**src/rtl/mem_bus_access_unit.sv**
```systemverilog
`timescale 1ns/1ps
`default_nettype none
// ============================================================================
// Module   : mem_bus_access_unit
// Brief    : MEM-stage load/store unit issuing one req/ack bus transaction per access.
// Revision : 1.0
// ============================================================================
module mem_bus_access_unit #(
    parameter int ADDR_W         = 32,
    parameter int TIMEOUT_CYCLES = 255,
    parameter int BIG_ENDIAN     = 1
) (
    input  logic              clk,
    input  logic              rst,
    input  logic              req_valid_i,
    input  logic [3:0]        op_i,
    input  logic [31:0]       mem_addr_i,
    input  logic [31:0]       reg2_i,
    input  logic              flush_i,
    input  logic              llclr_i,
    output logic              stallreq_o,
    output logic              done_o,
    output logic [31:0]       rdata_o,
    output logic              adel_o,
    output logic              ades_o,
    output logic              bus_fault_o,
    output logic              llbit_o,
    output logic              bus_req_o,
    output logic              bus_we_o,
    output logic [ADDR_W-1:0] bus_addr_o,
    output logic [3:0]        bus_sel_o,
    output logic [31:0]       bus_wdata_o,
    input  logic              bus_ack_i,
    input  logic              bus_err_i,
    input  logic [31:0]       bus_rdata_i
);

    localparam int CNT_W = (TIMEOUT_CYCLES > 1) ? $clog2(TIMEOUT_CYCLES + 1) : 1;

    localparam logic [3:0] c_OP_LB  = 4'd0;
    localparam logic [3:0] c_OP_LBU = 4'd1;
    localparam logic [3:0] c_OP_LH  = 4'd2;
    localparam logic [3:0] c_OP_LHU = 4'd3;
    localparam logic [3:0] c_OP_LW  = 4'd4;
    localparam logic [3:0] c_OP_SB  = 4'd5;
    localparam logic [3:0] c_OP_SH  = 4'd6;
    localparam logic [3:0] c_OP_SW  = 4'd7;
    localparam logic [3:0] c_OP_LL  = 4'd8;
    localparam logic [3:0] c_OP_SC  = 4'd9;

    localparam logic [1:0] c_IDLE  = 2'd0;
    localparam logic [1:0] c_BUS   = 2'd1;
    localparam logic [1:0] c_DONE  = 2'd2;
    localparam logic [1:0] c_DRAIN = 2'd3;

    logic [1:0]       r_state;
    logic [CNT_W-1:0] r_cnt;
    logic [3:0]       r_op;
    logic [1:0]       r_lo;
    logic             r_llbit;

    logic             w_legal, w_store, w_byte_op, w_half_op, w_misalign;
    logic [1:0]       w_req_lane;
    logic             w_req_hi;
    logic [3:0]       w_sel;
    logic [31:0]      w_wdata;
    logic [1:0]       w_rsp_lane;
    logic             w_rsp_hi;
    logic [7:0]       w_byte;
    logic [15:0]      w_half;
    logic [31:0]      w_ld;
    logic             w_tmo, w_bus_end, w_ack_ok;

    // Request decode straight from the held pipeline inputs
    always_comb begin
        w_legal    = (op_i <= c_OP_SC);
        w_store    = op_i inside {c_OP_SB, c_OP_SH, c_OP_SW, c_OP_SC};
        w_byte_op  = op_i inside {c_OP_LB, c_OP_LBU, c_OP_SB};
        w_half_op  = op_i inside {c_OP_LH, c_OP_LHU, c_OP_SH};
        w_misalign = (w_half_op & mem_addr_i[0]) |
                     (~w_byte_op & ~w_half_op & (|mem_addr_i[1:0]));
        w_req_lane = (BIG_ENDIAN != 0) ? ~mem_addr_i[1:0] : mem_addr_i[1:0];
        w_req_hi   = (BIG_ENDIAN != 0) ? ~mem_addr_i[1] : mem_addr_i[1];
        if (w_byte_op) begin
            w_sel   = 4'b0001 << w_req_lane;
            w_wdata = {4{reg2_i[7:0]}};
        end else if (w_half_op) begin
            w_sel   = w_req_hi ? 4'b1100 : 4'b0011;
            w_wdata = {2{reg2_i[15:0]}};
        end else begin
            w_sel   = 4'b1111;
            w_wdata = reg2_i;
        end
    end

    // Response path uses the op/offset latched at accept time
    always_comb begin
        w_rsp_lane = (BIG_ENDIAN != 0) ? ~r_lo : r_lo;
        w_rsp_hi   = (BIG_ENDIAN != 0) ? ~r_lo[1] : r_lo[1];
        w_byte     = bus_rdata_i[{w_rsp_lane, 3'b000} +: 8];
        w_half     = w_rsp_hi ? bus_rdata_i[31:16] : bus_rdata_i[15:0];
        case (r_op)
            c_OP_LB:         w_ld = {{24{w_byte[7]}}, w_byte};
            c_OP_LBU:        w_ld = {24'd0, w_byte};
            c_OP_LH:         w_ld = {{16{w_half[15]}}, w_half};
            c_OP_LHU:        w_ld = {16'd0, w_half};
            c_OP_LW, c_OP_LL: w_ld = bus_rdata_i;
            c_OP_SC:         w_ld = 32'd1;
            default:         w_ld = 32'd0;
        endcase
    end

    assign w_tmo     = (TIMEOUT_CYCLES != 0) && (r_cnt == CNT_W'(TIMEOUT_CYCLES));
    assign w_bus_end = bus_err_i | bus_ack_i | w_tmo;
    assign w_ack_ok  = (r_state == c_BUS) && bus_ack_i && !bus_err_i && !flush_i;

    always_ff @(posedge clk or negedge rst) begin
        if (!rst) begin
            r_state     <= c_IDLE;
            r_cnt       <= '0;
            r_op        <= '0;
            r_lo        <= '0;
            done_o      <= 1'b0;
            rdata_o     <= '0;
            adel_o      <= 1'b0;
            ades_o      <= 1'b0;
            bus_fault_o <= 1'b0;
            bus_req_o   <= 1'b0;
            bus_we_o    <= 1'b0;
            bus_addr_o  <= '0;
            bus_sel_o   <= '0;
            bus_wdata_o <= '0;
        end else begin
            done_o <= 1'b0;
            case (r_state)
                c_IDLE: begin
                    if (req_valid_i && w_legal && !flush_i) begin
                        r_op <= op_i;
                        r_lo <= mem_addr_i[1:0];
                        if (w_misalign || (op_i == c_OP_SC && !r_llbit)) begin
                            r_state     <= c_DONE;
                            done_o      <= 1'b1;
                            rdata_o     <= '0;
                            adel_o      <= w_misalign & ~w_store;
                            ades_o      <= w_misalign & w_store;
                            bus_fault_o <= 1'b0;
                        end else begin
                            r_state     <= c_BUS;
                            r_cnt       <= '0;
                            bus_req_o   <= 1'b1;
                            bus_we_o    <= w_store;
                            bus_addr_o  <= {mem_addr_i[ADDR_W-1:2], 2'b00};
                            bus_sel_o   <= w_sel;
                            bus_wdata_o <= w_wdata;
                        end
                    end
                end
                c_BUS: begin
                    r_cnt <= r_cnt + 1'b1;
                    if (w_bus_end) begin
                        bus_req_o <= 1'b0;
                        r_cnt     <= '0;
                        if (flush_i) begin
                            r_state <= c_IDLE;
                        end else begin
                            r_state     <= c_DONE;
                            done_o      <= 1'b1;
                            adel_o      <= 1'b0;
                            ades_o      <= 1'b0;
                            // Error beats a simultaneous ack; a bare timeout also lands here
                            bus_fault_o <= bus_err_i | ~bus_ack_i;
                            rdata_o     <= (bus_ack_i && !bus_err_i) ? w_ld : 32'd0;
                        end
                    end else if (flush_i) begin
                        r_state <= c_DRAIN;
                    end
                end
                c_DRAIN: begin
                    r_cnt <= r_cnt + 1'b1;
                    if (w_bus_end) begin
                        bus_req_o <= 1'b0;
                        r_cnt     <= '0;
                        r_state   <= c_IDLE;
                    end
                end
                c_DONE: begin
                    r_state     <= c_IDLE;
                    adel_o      <= 1'b0;
                    ades_o      <= 1'b0;
                    bus_fault_o <= 1'b0;
                end
                default: r_state <= c_IDLE;
            endcase
        end
    end

    // Clear (ERET or a completed SC) takes priority over an LL setting the link
    always_ff @(posedge clk or negedge rst) begin
        if (!rst) begin
            r_llbit <= 1'b0;
        end else if (llclr_i || (w_ack_ok && r_op == c_OP_SC)) begin
            r_llbit <= 1'b0;
        end else if (w_ack_ok && r_op == c_OP_LL) begin
            r_llbit <= 1'b1;
        end
    end

    assign llbit_o    = r_llbit;
    assign stallreq_o = req_valid_i & ~done_o & w_legal;

endmodule
`default_nettype wire

```
**config.mk**
```make
export PLATFORM = sky130hd
export DESIGN_NAME = mem_bus_access_unit
export DESIGN_NICKNAME = d
export VERILOG_FILES = /design/src/rtl/mem_bus_access_unit.sv
export SDC_FILE = /design/constraint.sdc
export NUM_CORES = 1
export LEC_CHECK = 0
export ABC_AREA = 1
export ABC_CLOCK_PERIOD_IN_PS = 2200
export BUFFER_PORTS_ARGS = -buffer_cell sky130_fd_sc_hd__buf_2
export CAP_MARGIN = 40
export CORE_MARGIN = 3
export CORE_UTILIZATION = 40
export DETAILED_ROUTE_END_ITERATION = 16
export GPL_ROUTABILITY_DRIVEN = 0
export PLACE_DENSITY_LB_ADDON = 0.25
export SKIP_CTS_REPAIR_TIMING = 1
export SYNTH_ARGS = -nofsm -noshare
export SYNTH_HDL_FRONTEND = slang
export SYNTH_SLANG_ARGS = --single-unit
export TNS_END_PERCENT = 100
```
**constraint.sdc**
```tcl
create_clock -name clk -period 2.2 [get_ports clk]
set_clock_uncertainty 0.2 [all_clocks]
set_input_delay 0 -clock clk [delete_from_list [all_inputs] [get_ports clk]]
set_output_delay 0 -clock clk [all_outputs]
set_load 0.02 [all_outputs]
```
-- Yosys cells after proc, flatten, opt, wreduce, memory -nomap -nowiden
Cells that the tools add are included.
- bitwise logic cells: 19
- equal/unequal tests: 25
- magnitude comparators: 1
- reductions and logical operators: 34
- shift-type cells: 2
- $add $sub $neg: 1
- mux-type cells: 48
- operators with widths (kind ; number):
    $mux W32 ; 7
    $pmux W32 S6 ; 1
    $pmux W32 S2 ; 1
    $shiftx A32 B6 Y8 ; 1
    $mux W8 ; 3
    $mux W1 ; 19
    $eq A4 B2 Y1 const B ; 4
    $eq A4 B3 Y1 const B ; 4
    $mux W16 ; 1
    $pmux W8 S2 ; 1
    $eq A4 B4 Y1 const B ; 3
    $mux W2 ; 6
    $mux W4 ; 3
    $ne A2 B2 Y1 const B ; 6
    $reduce_and A5 Y1 ; 2
    $logic_and A1 B1 Y1 ; 9
    $pmux W1 S3 ; 3
    $reduce_and A3 Y1 ; 3
    $reduce_bool A3 Y1 ; 3
    $add A8 B1 Y8 const B ; 1
    $eq A4 B1 Y1 const B ; 2
    $eq A8 B8 Y1 const B ; 1
    $logic_not A4 Y1 ; 2
    $pmux W2 S4 ; 1
    19 further kinds ; 43
- flip-flop bits (word level): 121
- input bits: 107

-- Depth between registers and ports, before layout
Gate-level depths: netlist of the first run.
- depth after elaboration: 10
- mapped depth: 11
- gate-level depth less buffers: 10

-- Worst setup path after synthesis of the first run
Ideal clock, no wire load.
- path kind: register to register
- start point: register r_cnt[0]
- end point: register rdata_o[0]
- clock period less this slack: 1.791 ns
- buffers on the path: 1
- path slack: 0.409 ns
- stages on the path, launching flop included: 12
- data arrival time: 1.473 ns
- path through: dfrtp_1 -> ha_1 -> nand2_1 -> nor2_1 -> nand2_1 -> nand3_1 -> nand3_2 -> inv_1 -> nand3_2 -> buf_6 -> nand2_1 -> nand2_1
- cells in the longest elaborated chain, start to end: 4
- ends and longest elaborated chain (element ; RTL line ; source):
    from (decl) ; 57 ; logic [CNT_W-1:0] r_cnt;
    from (signal assigned) ; 159 ; r_cnt <= r_cnt + 1'b1;
    from (signal assigned) ; 179 ; r_cnt <= r_cnt + 1'b1;
    $eq A8 B8 Y1 ; 113 ; assign w_tmo = (TIMEOUT_CYCLES != 0) && (r_cnt == CNT_W'(TIMEOUT_CYCLES));
    $or A1 B1 Y1 ; 114 ; assign w_bus_end = bus_err_i | bus_ack_i | w_tmo;
    $ne A2 B2 Y1 (no source line) ; - ;
    $reduce_and A5 Y1 (no source line) ; - ;
    to (signal assigned) ; 172 ; rdata_o <= (bus_ack_i && !bus_err_i) ? w_ld : 32'd0;
    to (decl) ; 23 ; output logic [31:0] rdata_o,
Every way passes these cells.
A chain may end at the register's enable or synchronous reset.

-- Worst setup path in the final report of the first run
- start point: input bus_ack_i
- end point: register rdata_o[20]
- cells in the longest elaborated chain, start to end: 5
- elaborated cells on any way between the ends: 9
- those cells by class: eq/ne (1); mux (4); bitwise (2); reduce/logical (2)
- ends and longest elaborated chain (element ; RTL line ; source):
    from (decl) ; 33 ; input logic bus_ack_i,
    $logic_and A1 B1 Y1 ; 172 ;
    $mux W32 ; 172 ;
    $mux W32 ; 163 ; if (flush_i) begin
    $mux W32 ; 160 ; if (w_bus_end) begin
    $pmux W32 S2 ; 135 ; case (r_state)
Parallel ways exist; a longest one is shown, timed or not. The select of a mux whose other input is x is not followed.

==> results.md, run 1 <==
* Status: finished with violations
* Failing checks: negative hold slack
* Via count at around 6800
* Psw at about 4.4 mW
* Clk_lat worst skew at 0.41 ns
* Yosys warning total at 0
* Fillers at 1425
* Hold EP: rdata_o[19]$_DFFE_PN0P_
* Synth Cell Area at 6510 sq um
* Final min period at ~2.0 ns
* Hold Path Class: in -> reg
* Ys async rst share at 1.00
* Most common flop cell mapped by yosys: dfrtp_1
* Wire per inst at roughly 14 um
* Root buf cell: clkbuf_16
* Logic pwr share at 0.414
* Max Root-Sink Buffers at 2
* Reg2Reg Depth at 11
* Die area at around 18000 sq um
* Peak Freq at 502 MHz
* Max-slew violation count at 0
* Max FO, Critical Path at 32
* Period utilization at 0.905
* Final Net Count at 1309
* Leak at just over 5 nW
* Final non-filler cell total at ~1400
* Cell Rows at 46
* Worst setup SP type: primary input
* Setup violations, final at 0
* Clock share of power at 0.278
* Largest net degree at the start of global routing at 61
* Seq cells post-synth at approximately 120
* Iteration-0 DRC Markers at 433
* Worst Max-Slew Pin Slew at between 0.5 and 0.6 ns
* Core area at 15900 sq um
* Post-DP Area at 7780 sq um
* H-tree depth at 4
* Antenna Nets Post-Route at 0
* Syn Inst Count at 895
* Clock transition at the registers of the reported paths at 0.05 ns
* DP Cell Count at 1295
* Critical path class: in -> reg
* HP Start: bus_rdata_i[19]
* Setup TNS at 0 ns
* Ant diodes at 0
* Net switching fraction of the power at 0.406
* RSZ-0062 raised after global routing: false
* Total CTS buffers at 17
* P&R area growth vs syn at 44.8%
* Reg2reg setup slack at 0.23 ns
* Initial antenna violation count at 0
* # DRC at 0
* Number of flops mapped to enable cells by yosys at 0
* Hold WS at -0.0732 ns
* Port Buffers at 212
* Final WL at 20100 um
* Max-slew headroom at 0.632
* Gr ovfl total at 0
* Yosys cell types at 35
* Worst VDD drop at roughly 0.74 mV
* Ratio of cells with drive above 1 in the final layout at 0.233
* Synthesized area per cell at 7.27 sq um
* CTS tree: built
* Int Pwr at 6.48 mW
* Die W at 134 um
* Global-route wire length before repair at between 20000 and 30000 um
* Max-Cap Viols at 0
* CTS Sinks at approximately 120
* Final Instance Area at about 9400 sq um
* Seq pwr share at 0.308
* PwrDens at 1160 nW/um^2
* Initial Util at 0.410
* Reg-to-reg startpoint: r_cnt[0]$_DFFE_PN0P_
* Crit path required time at 2.35 ns
* DR vias/cell at between 4 and 5
* Final Hold Viols at 10
* Vias in the first global route at 5944
* Height of the chip at 134 um
* Detail Placement HPWL at between 10000 and 15000 um
* Worst Setup End Kind: flip-flop
* Boundary pin count at 215
* Total global-route track usage at 0.208
* Worst R2R End: rdata_o[20]$_DFFE_PN0P_
* Hold Crit Depth at 7
* Arrival @ worst endpoint at 2.14 ns
* Drt pass-1 iters at 5
* Sequential share of the synthesized area at 0.465
-- worst max path at each step --
stage                               from                 endpoint  slack [ns]  cells past startpoint
finish                         bus_ack_i  rdata_o[20]$_DFFE_PN0P_        0.21                     11
global route        r_cnt[0]$_DFFE_PN0P_  rdata_o[26]$_DFFE_PN0P_        0.02                     11
CTS                 r_cnt[0]$_DFFE_PN0P_  rdata_o[20]$_DFFE_PN0P_        0.25                     11
detailed placement  r_cnt[0]$_DFFE_PN0P_  rdata_o[21]$_DFFE_PN0P_        0.26                     11
global placement    r_cnt[0]$_DFFE_PN0P_  rdata_o[20]$_DFFE_PN0P_        0.31                     11
floorplan           r_cnt[0]$_DFFE_PN0P_   rdata_o[0]$_DFFE_PN0P_        0.41                     11
-- cell families (layout without fill, tap and decap cells) --
family	count (synthesis)	in the layout	synth area share
buffers and inverters	113	427	0.0819
AOI/OAI and AO/OA	134	134	0.114
other	1	2	0.000576
adders and majority gates	4	4	0.00769
DFF	121	121	0.465
xor gates and xnor gates	2	2	0.00269
and+or+nand+nor	520	520	0.328
-- layout by cell type, fill, tap and decap left out, drive strengths merged --
cell type	synthesis	routed
clkinv	0	5
nand3	58	58
and2	1	1
buf	33	229
ha	4	4
o21ai	59	59
bufinv	0	5
nand2	349	349
nand4	9	9
inv	67	67
xnor2	1	1
dlygate4sd3	0	100
xor2	1	1
conb	1	2
o2111ai	1	1
nor2	98	98
or2	2	2
dfrtp	121	121
clkbuf	13	18
a21oi	49	49
a31o	1	1
a21boi	8	8
o21a	10	10
o22ai	1	1
clkinvlp	0	3
nor3	3	3
o211ai	3	3
a41oi	1	1
o31ai	1	1
-- synth_stat cells (9+ instances only) --
library cell,number,area [sq um]
o21ai_0,55,275
a21oi_1,49,245
o21a_1,10,75.1
dfrtp_1,121,3030
buf_6,9,101
nor2_1,95,357
clkbuf_1,13,48.8
nand4_1,9,56.3
nand2_1,345,1290
inv_1,63,236
buf_2,15,75.1
nand3_1,52,260
-- flip-flops by register name, indices dropped and copies added, names as in the netlist --
signal,flops
ades_o,1
llbit_o,1
bus_we_o,1
bus_fault_o,1
r_cnt,8
bus_wdata_o,32
rdata_o,32
r_lo,2
bus_addr_o,30
adel_o,1
r_op,4
bus_req_o,1
done_o,1
bus_sel_o,4
r_state,2
-- per-layer routing --
metal	part of all wire	track usage	vias to the layer above	wire length, um
li1	-	-	3442	-
met1	0.43	0.266	3089	8580
met2	0.48	0.332	233	9710
met3	0.074	0.0763	27	1490
met4	0.018	0.0611	0	357
met5	0	0	-	0
-- layout make-up --
type | count | area [sq um] | area share
Clock buffer | 18 | 439 | 0.0466
Clock inverter | 13 | 201 | 0.0214
Inverter | 67 | 251 | 0.0267
Multi-Input combinational cell | 662 | 2960 | 0.314
Sequential cell | 121 | 3030 | 0.321
Tap cell | 216 | 270 | 0.0287
Timing Repair Buffer | 329 | 2280 | 0.242
-- critical path: stages --
cell and delay [ns]:
dlygate4sd3_1 0.54, buf_2 0.13, nor2_1 0.09, dlygate4sd3_1 0.62
nand3_2 0.12, nand3_2 0.13, inv_1 0.07, nand3_2 0.08
buf_12 0.19, nand2_1 0.07, nand2_1 0.08
-- per-stage QoR --
step	util	hold slack [ns]	worst slack (ns)	total power, mW
floorplan	-	-0.496	0.409	6.31
global placement	0.490	-0.167	0.308	7.70
detailed placement	0.490	-0.177	0.265	7.75
CTS	0.530	-0.618	0.247	10.8
global route	0.593	0.00461	0.0192	11.6
finish	0.593	-0.0732	0.209	10.9
-- power by group through the flow --
| stage | Clock (mW) | Combinational, mW | Sequential (mW) |
|---|---|---|---|
| floorplan | 0 | 2.18 | 4.13 |
| global placement | 0 | 4.33 | 3.37 |
| detailed placement | 0 | 4.39 | 3.36 |
| CTS | 3.10 | 4.38 | 3.35 |
| global route | 3.19 | 4.99 | 3.46 |
| finish | 3.04 | 4.51 | 3.36 |
(Power assumes the default switching activity.)
==> run 2, diff against run 1 <==
- HOLD_SLACK_MARGIN: not set -> 0.05
- TNS_END_PERCENT: 100 -> not set
==> run 2 against run 1 <==
  * Global-route usage did not move
  * Combinational power barely moved
  * Register-to-register slack barely moved
  * Via count rose by 1.1%
  * Clock power barely moved
  * The flow still finishes with violations (negative hold slack)
  * Final cell count rose by 0.49%
==> results.md, run 2 (synthesis gave the netlist of run 1 again) <==
* Max-slew violation count at 0 (unchanged)
* Worst setup path startpoint: bus_ack_i
* Critical path class: in -> reg
* Storage cell area at 3030 sq um (unchanged)
* Gr ovfl total at 0 (unchanged)
* Peak Freq at 502 MHz (-0.12%)
* Worst R2R End: rdata_o[20]$_DFFE_PN0P_
* Iteration-0 DRC Markers at 471 (+8.8%)
* Total global-route track usage at 0.208 (unchanged)
* Drt pass-1 iters at 5 (unchanged)
* Overall power at 10.9 mW (+0.15%)
* Net switching fraction of the power at 0.405 (-0.000692)
* Crit path required time at 2.35 ns (about the same)
* Max FO, Critical Path at 32 (unchanged)
* HP Start: bus_rdata_i[23]
* Largest net degree at the start of global routing at 61 (unchanged)
* Post-Place Setup Slack at 0.265 ns (unchanged)
* Clock transition at the registers of the reported paths at 0.05 ns (about the same)
* Logic pwr share at 0.415 (about the same)
* Max-slew headroom at 0.633 (+0.000968)
* Max-Cap Viols at 0 (unchanged)
* Psw at 4.43 mW (about the same)
* Height of the chip at 134 um (unchanged)
* Max Root-Sink Buffers at 2 (unchanged)
* Detail Placement HPWL at 13500 um (unchanged)
* Root buf cell: clkbuf_16
* CTS Sinks at 121 (unchanged)
* Reg2Reg Depth at 11 (unchanged)
* Final Hold Viols at 2 (-8)
* Status: finished with violations
* Hold Crit Depth at 7 (unchanged)
* Port Buffers at 212 (unchanged)
* Die area at 17800 sq um (unchanged)
* Total CTS buffers at 17 (unchanged)
* Int Pwr at 6.49 mW (+0.27%)
* Initial Util at 0.410 (unchanged)
* Global-route wire length before repair at 30000 um (unchanged)
* Layout Utilization at 0.598 (+0.00441)
* Post-route setup slack at 0.206 ns (-0.00235 ns)
* Final Net Count at 1316 (+0.53%)
* Die W at 134 um (unchanged)
* P&R area growth vs syn at 45.9%
* Hold WS at -0.00675 ns (+0.0665 ns)
* Wire per inst at 14.1 um (-0.24%)
* Largest regs: bus_wdata_o: 32 flops, rdata_o: 32 flops, bus_addr_o: 30 flops
* Post-DP Area at 7780 sq um (unchanged)
* Final min period at 1.99 ns (+0.00236 ns)
* RSZ-0062 raised after global routing: false
* Clock share of power at 0.278 (about the same)
* Period utilization at 0.906 (+0.00107)
* Final Instance Area at 9500 sq um (+0.74%)
* Ratio of cells with drive above 1 in the final layout at 0.232 (-0.00134)
* Seq pwr share at 0.307 (about the same)
* Boundary pin count at 215 (unchanged)
* Reg2reg setup slack at 0.23 ns (about the same)
* Via count at 6868 (+1.1%)
* Arrival @ worst endpoint at 2.14 ns (about the same)
* DR vias/cell at 4.79 (+0.64%)
* Fillers at 1414 (-0.77%)
* Setup TNS at 0 ns (unchanged)
* CTS tree: built
* Reg-to-reg startpoint: r_cnt[0]$_DFFE_PN0P_
* H-tree depth at 4 (unchanged)
* Worst Max-Slew Pin Slew at 0.551 ns (-0.00145 ns)
* Hold Path Class: in -> reg
* Setup violations, final at 0 (unchanged)
* Worst setup SP type: primary input
* Worst Setup End Kind: flip-flop
* Antenna Nets Post-Route at 0 (unchanged)
* Worst Setup EP: rdata_o[20]$_DFFE_PN0P_
* Commonest cells after routing, fill and taps aside: 345 x nand2_1, 211 x buf_2, 121 x dfrtp_1
* Ant diodes at 0 (unchanged)
* Commonest non-fill, non-tap cell in the layout: nand2_1
* PwrDens at 1150 nW/um^2 (-0.59%)
* Worst VDD drop at 0.738 mV (-0.30%)
* Multi-input gate area at 2960 sq um (unchanged)
* Failing checks: negative hold slack
* Clk_lat worst skew at 0.41 ns (about the same)
* Vias in the first global route at 5944 (unchanged)
* # DRC at 0 (unchanged)
* Core area at 15900 sq um (unchanged)
* Initial antenna violation count at 0 (unchanged)
* Leak at 5.16 nW (+0.59%)
* Final WL at 20200 um (+0.25%)
* Cell Rows at 46 (unchanged)
==> run 2: changes by cell type in the layout (fill, tap and decap cells not counted), sizes merged <==
cell         previous run  this run
dlygate4sd3           100       107
==> run 2: worst min-delay path by stage <==
stage,end,slack [ns]
detailed placement,rdata_o[9]$_DFFE_PN0P_,-0.18
finish,rdata_o[23]$_DFFE_PN0P_,-0.007
CTS,rdata_o[9]$_DFFE_PN0P_,-0.62
global placement,rdata_o[9]$_DFFE_PN0P_,-0.17
global route,rdata_o[23]$_DFFE_PN0P_,0.05
floorplan,adel_o$_DFFE_PN0P_,-0.50
==> run 2: metal layers <==
layer	GRT usage	wire, um
met1	0.266	8580
met2	0.332	9770
met3	0.0763	1470
met4	0.0611	371
met5	0	0
==> run 2: stage by stage <==
step,instances,hold slack (ns)
CTS,1326,-0.618
detailed placement,1295,-0.177
global route,1433,0.0534
finish,1433,-0.00675
floorplan,896,-0.496
global placement,1295,-0.167
==> run 2: critical path: stages <==
cell and delay [ns]:
dlygate4sd3_1 0.54, buf_2 0.13, nor2_1 0.09, dlygate4sd3_1 0.62, nand3_2 0.12, nand3_2 0.14
inv_1 0.07, nand3_2 0.08, buf_12 0.19, nand2_1 0.07, nand2_1 0.07
==> run 2: cell type report <==
cell class | count | share of cell area
inverters | 67 | 0.0265
well taps | 216 | 0.0285
multi-input cells | 662 | 0.311
flip-flops and latches | 121 | 0.319
clock buffers | 18 | 0.0462
clock inverters | 13 | 0.0212
repair buffers | 336 | 0.247
==> run 2: power by group through the flow <==
stage | Sequential [mW] | Clock, mW | Combinational (mW)
3_5_place_dp | 3.36 | 0 | 4.39
2_1_floorplan | 4.13 | 0 | 2.18
5_1_grt | 3.46 | 3.19 | 5.01
4_1_cts | 3.35 | 3.10 | 4.38
3_3_place_gp | 3.37 | 0 | 4.33
6_report | 3.36 | 3.04 | 4.53
==> run 3, diff against run 2 <==
- ABC_CLOCK_PERIOD_IN_PS: 2200 -> 2000
- clock period: 2.2 -> 2 ns (I/O delays scaled with it)
==> run 3 against run 2 <==
  * The run still ends with negative hold slack left
  * Count of clock-buffer cells in the layout down 1
  * Sequential power increased by 10%
  * Final area increased by 2.6%
  * Power rose by 13%
  * Clock power about the same
  * Critical path depth down 3
  * Flip-flop and latch count stayed put
  * Via count rose by 2.6%
  * Core utilization grew 1.6 points
  * Highest routed layer unchanged
==> results.md, run 3 (synthesis gave the netlist of run 1 again) <==
* Clk_lat worst skew at 0.42 ns (about the same)
* PwrDens at 1270 nW/um^2 (+10%)
* Top Metal Used: met4
* Commonest non-fill, non-tap cell in the layout: nand2_1
* Ratio of cells with drive above 1 in the final layout at 0.249 (+0.0169)
* Ant diodes at 0 (unchanged)
* Detail Placement HPWL at 13800 um (+2.3%)
* Storage cell area at 3030 sq um (unchanged)
* DR vias/cell at 4.86 (+1.3%)
* Max Root-Sink Buffers at 2 (unchanged)
* Core area at 15900 sq um (unchanged)
* Clock transition at the registers of the reported paths at 0.06 ns (about the same)
* Max-Cap Viols at 0 (unchanged)
* Max-slew violation count at 0 (unchanged)
* Port Buffers at 212 (unchanged)
* Die W at 134 um (unchanged)
* Total global-route track usage at 0.210 (+0.00178)
* Global-route wire length before repair at 30300 um (+1.1%)
* Crit path required time at 2.15 ns (-0.20 ns)
* Drt pass-1 iters at 8 (+3)
* CTS Sinks at 121 (unchanged)
* Die area at 17800 sq um (unchanged)
* Leak at 5.26 nW (+2.1%)
* Final Instance Area at 9750 sq um (+2.6%)
* Total CTS buffers at 17 (unchanged)
* Cell Rows at 46 (unchanged)
* Fillers at 1444 (+2.1%)
* Commonest cells after routing, fill and taps aside: 343 x nand2_1, 211 x buf_2, 121 x dfrtp_1
* Setup TNS at 0 ns (unchanged)
* Iteration-0 DRC Markers at 506 (+7.4%)
* Final Hold Viols at 1 (-1)
* Met1 Wirelength at 8770 um (+2.2%)
* Worst setup SP type: flip-flop
* Layout Utilization at 0.614 (+0.0158)
* Peak Freq at 512 MHz
* Failing checks: negative hold slack
* Status: finished with violations
* Root buf cell: clkbuf_16
* Worst VDD drop at 0.733 mV (-0.63%)
* Final WL at 21300 um (+5.4%)
* Height of the chip at 134 um (unchanged)
* Initial Util at 0.410 (unchanged)
* Boundary pin count at 215 (unchanged)
* P&R area growth vs syn at 49.8%
* Max FO, Critical Path at 8 (-75%)
* Metal2 WL at 10600 um (+8.2%)
* Vias in the first global route at 5948 (+0.067%)
* Final min period at 1.95 ns
* Largest regs: bus_wdata_o: 32 flops, rdata_o: 32 flops, bus_addr_o: 30 flops
* Worst Setup End Kind: flip-flop
* CTS tree: built
* Arrival @ worst endpoint at 2.11 ns (-0.03 ns)
* Post-DP Area at 7840 sq um (+0.80%)
* Final Net Count at 1333 (+1.3%)
* Setup violations, final at 0 (unchanged)
* Antenna Nets Post-Route at 0 (unchanged)
* Met3 wire length at 1600 um (+8.7%)
* Critical path class: reg -> reg
* Largest net degree at the start of global routing at 50 (-18%)
* Gr ovfl total at 0 (unchanged)
* Wire per inst at 14.7 um (+4.1%)
* # DRC at 0 (unchanged)
* Initial antenna violation count at 0 (unchanged)
* Hold Path Class: in -> reg
* Via count at 7048 (+2.6%)
* H-tree depth at 4 (unchanged)
* Period utilization at 0.977
* Hold WS at -0.00224 ns (+0.00451 ns)
* Post-route setup slack at 0.0453 ns (-0.161 ns)
* Multi-input gate area at 3000 sq um (+1.3%)
* Post-Place Setup Slack at 0.0585 ns (-0.206 ns)
## run 3: cell types whose count changed in the layout (fill, tap and decap cells not counted), moves of 4 or more
cell / before / now
clkbuf_16: 17 / 21
bufinv_16: 5 / 1
clkinv_2: 4 / 0
buf_12: 7 / 12
inv_6: 0 / 6
buf_4: 11 / 17
## run 3: stage by stage
step	power, mW	std cells	hold slack (ns)
6_report	12.4	1451	-0.00224
5_1_grt	13.2	1451	0.0550
4_1_cts	11.6	1332	-0.701
3_5_place_dp	8.56	1300	-0.252
3_3_place_gp	8.52	1300	-0.252
2_1_floorplan	6.94	896	-0.496
## run 3: area by class of cell
| class | count | area share |
|---|---|---|
| repair buffers | 353 | 0.268 |
| multi-input cells | 662 | 0.307 |
| clock buffers | 17 | 0.0436 |
| flip-flops and latches | 121 | 0.311 |
| inverters | 67 | 0.0258 |
| clock inverters | 15 | 0.0166 |
| well taps | 216 | 0.0277 |
## run 3: power by group
| part | switching [mW] | internal [mW] |
|---|---|---|
| Sequential | 0.480 | 3.23 |
| Combinational | 3.57 | 2.09 |
| Clock | 1.26 | 1.76 |
| Total | 5.31 | 7.07 |
## run 3: worst paths after layout
path                                            startpoint                          to  slack [ns]  depth (start not counted)
worst min-delay path                       bus_rdata_i[23]     rdata_o[23]$_DFFE_PN0P_      -0.002                          7
max in group asynchronous                              rst  bus_wdata_o[0]$_DFFE_PN0P_        0.82                          4
worst max register to register      r_state[0]$_DFFE_PN0P_      rdata_o[2]$_DFFE_PN0P_        0.05                          8
worst min register to register  bus_addr_o[13]$_DFFE_PN0P_  bus_addr_o[13]$_DFFE_PN0P_        0.26                          2
min in group asynchronous                              rst      rdata_o[8]$_DFFE_PN0P_        0.50                          4
worst max-delay path                r_state[0]$_DFFE_PN0P_      rdata_o[2]$_DFFE_PN0P_        0.05                          8
## run 3: worst max-delay path: stages (launching register included)
cell and delay, ns:
dfrtp_1 0.41, inv_1 0.10, ha_2 0.25, nand4_1 0.23
buf_4 0.23, nand3_4 0.16, clkbuf_16 0.19, nand2_1 0.05
nand2_1 0.06
## run 3: routing by layer
layer,up-vias,GRT usage
li1,3483,-
met1,3252,0.279
met2,281,0.334
met3,32,0.0623
met4,0,0.0600
met5,-,0
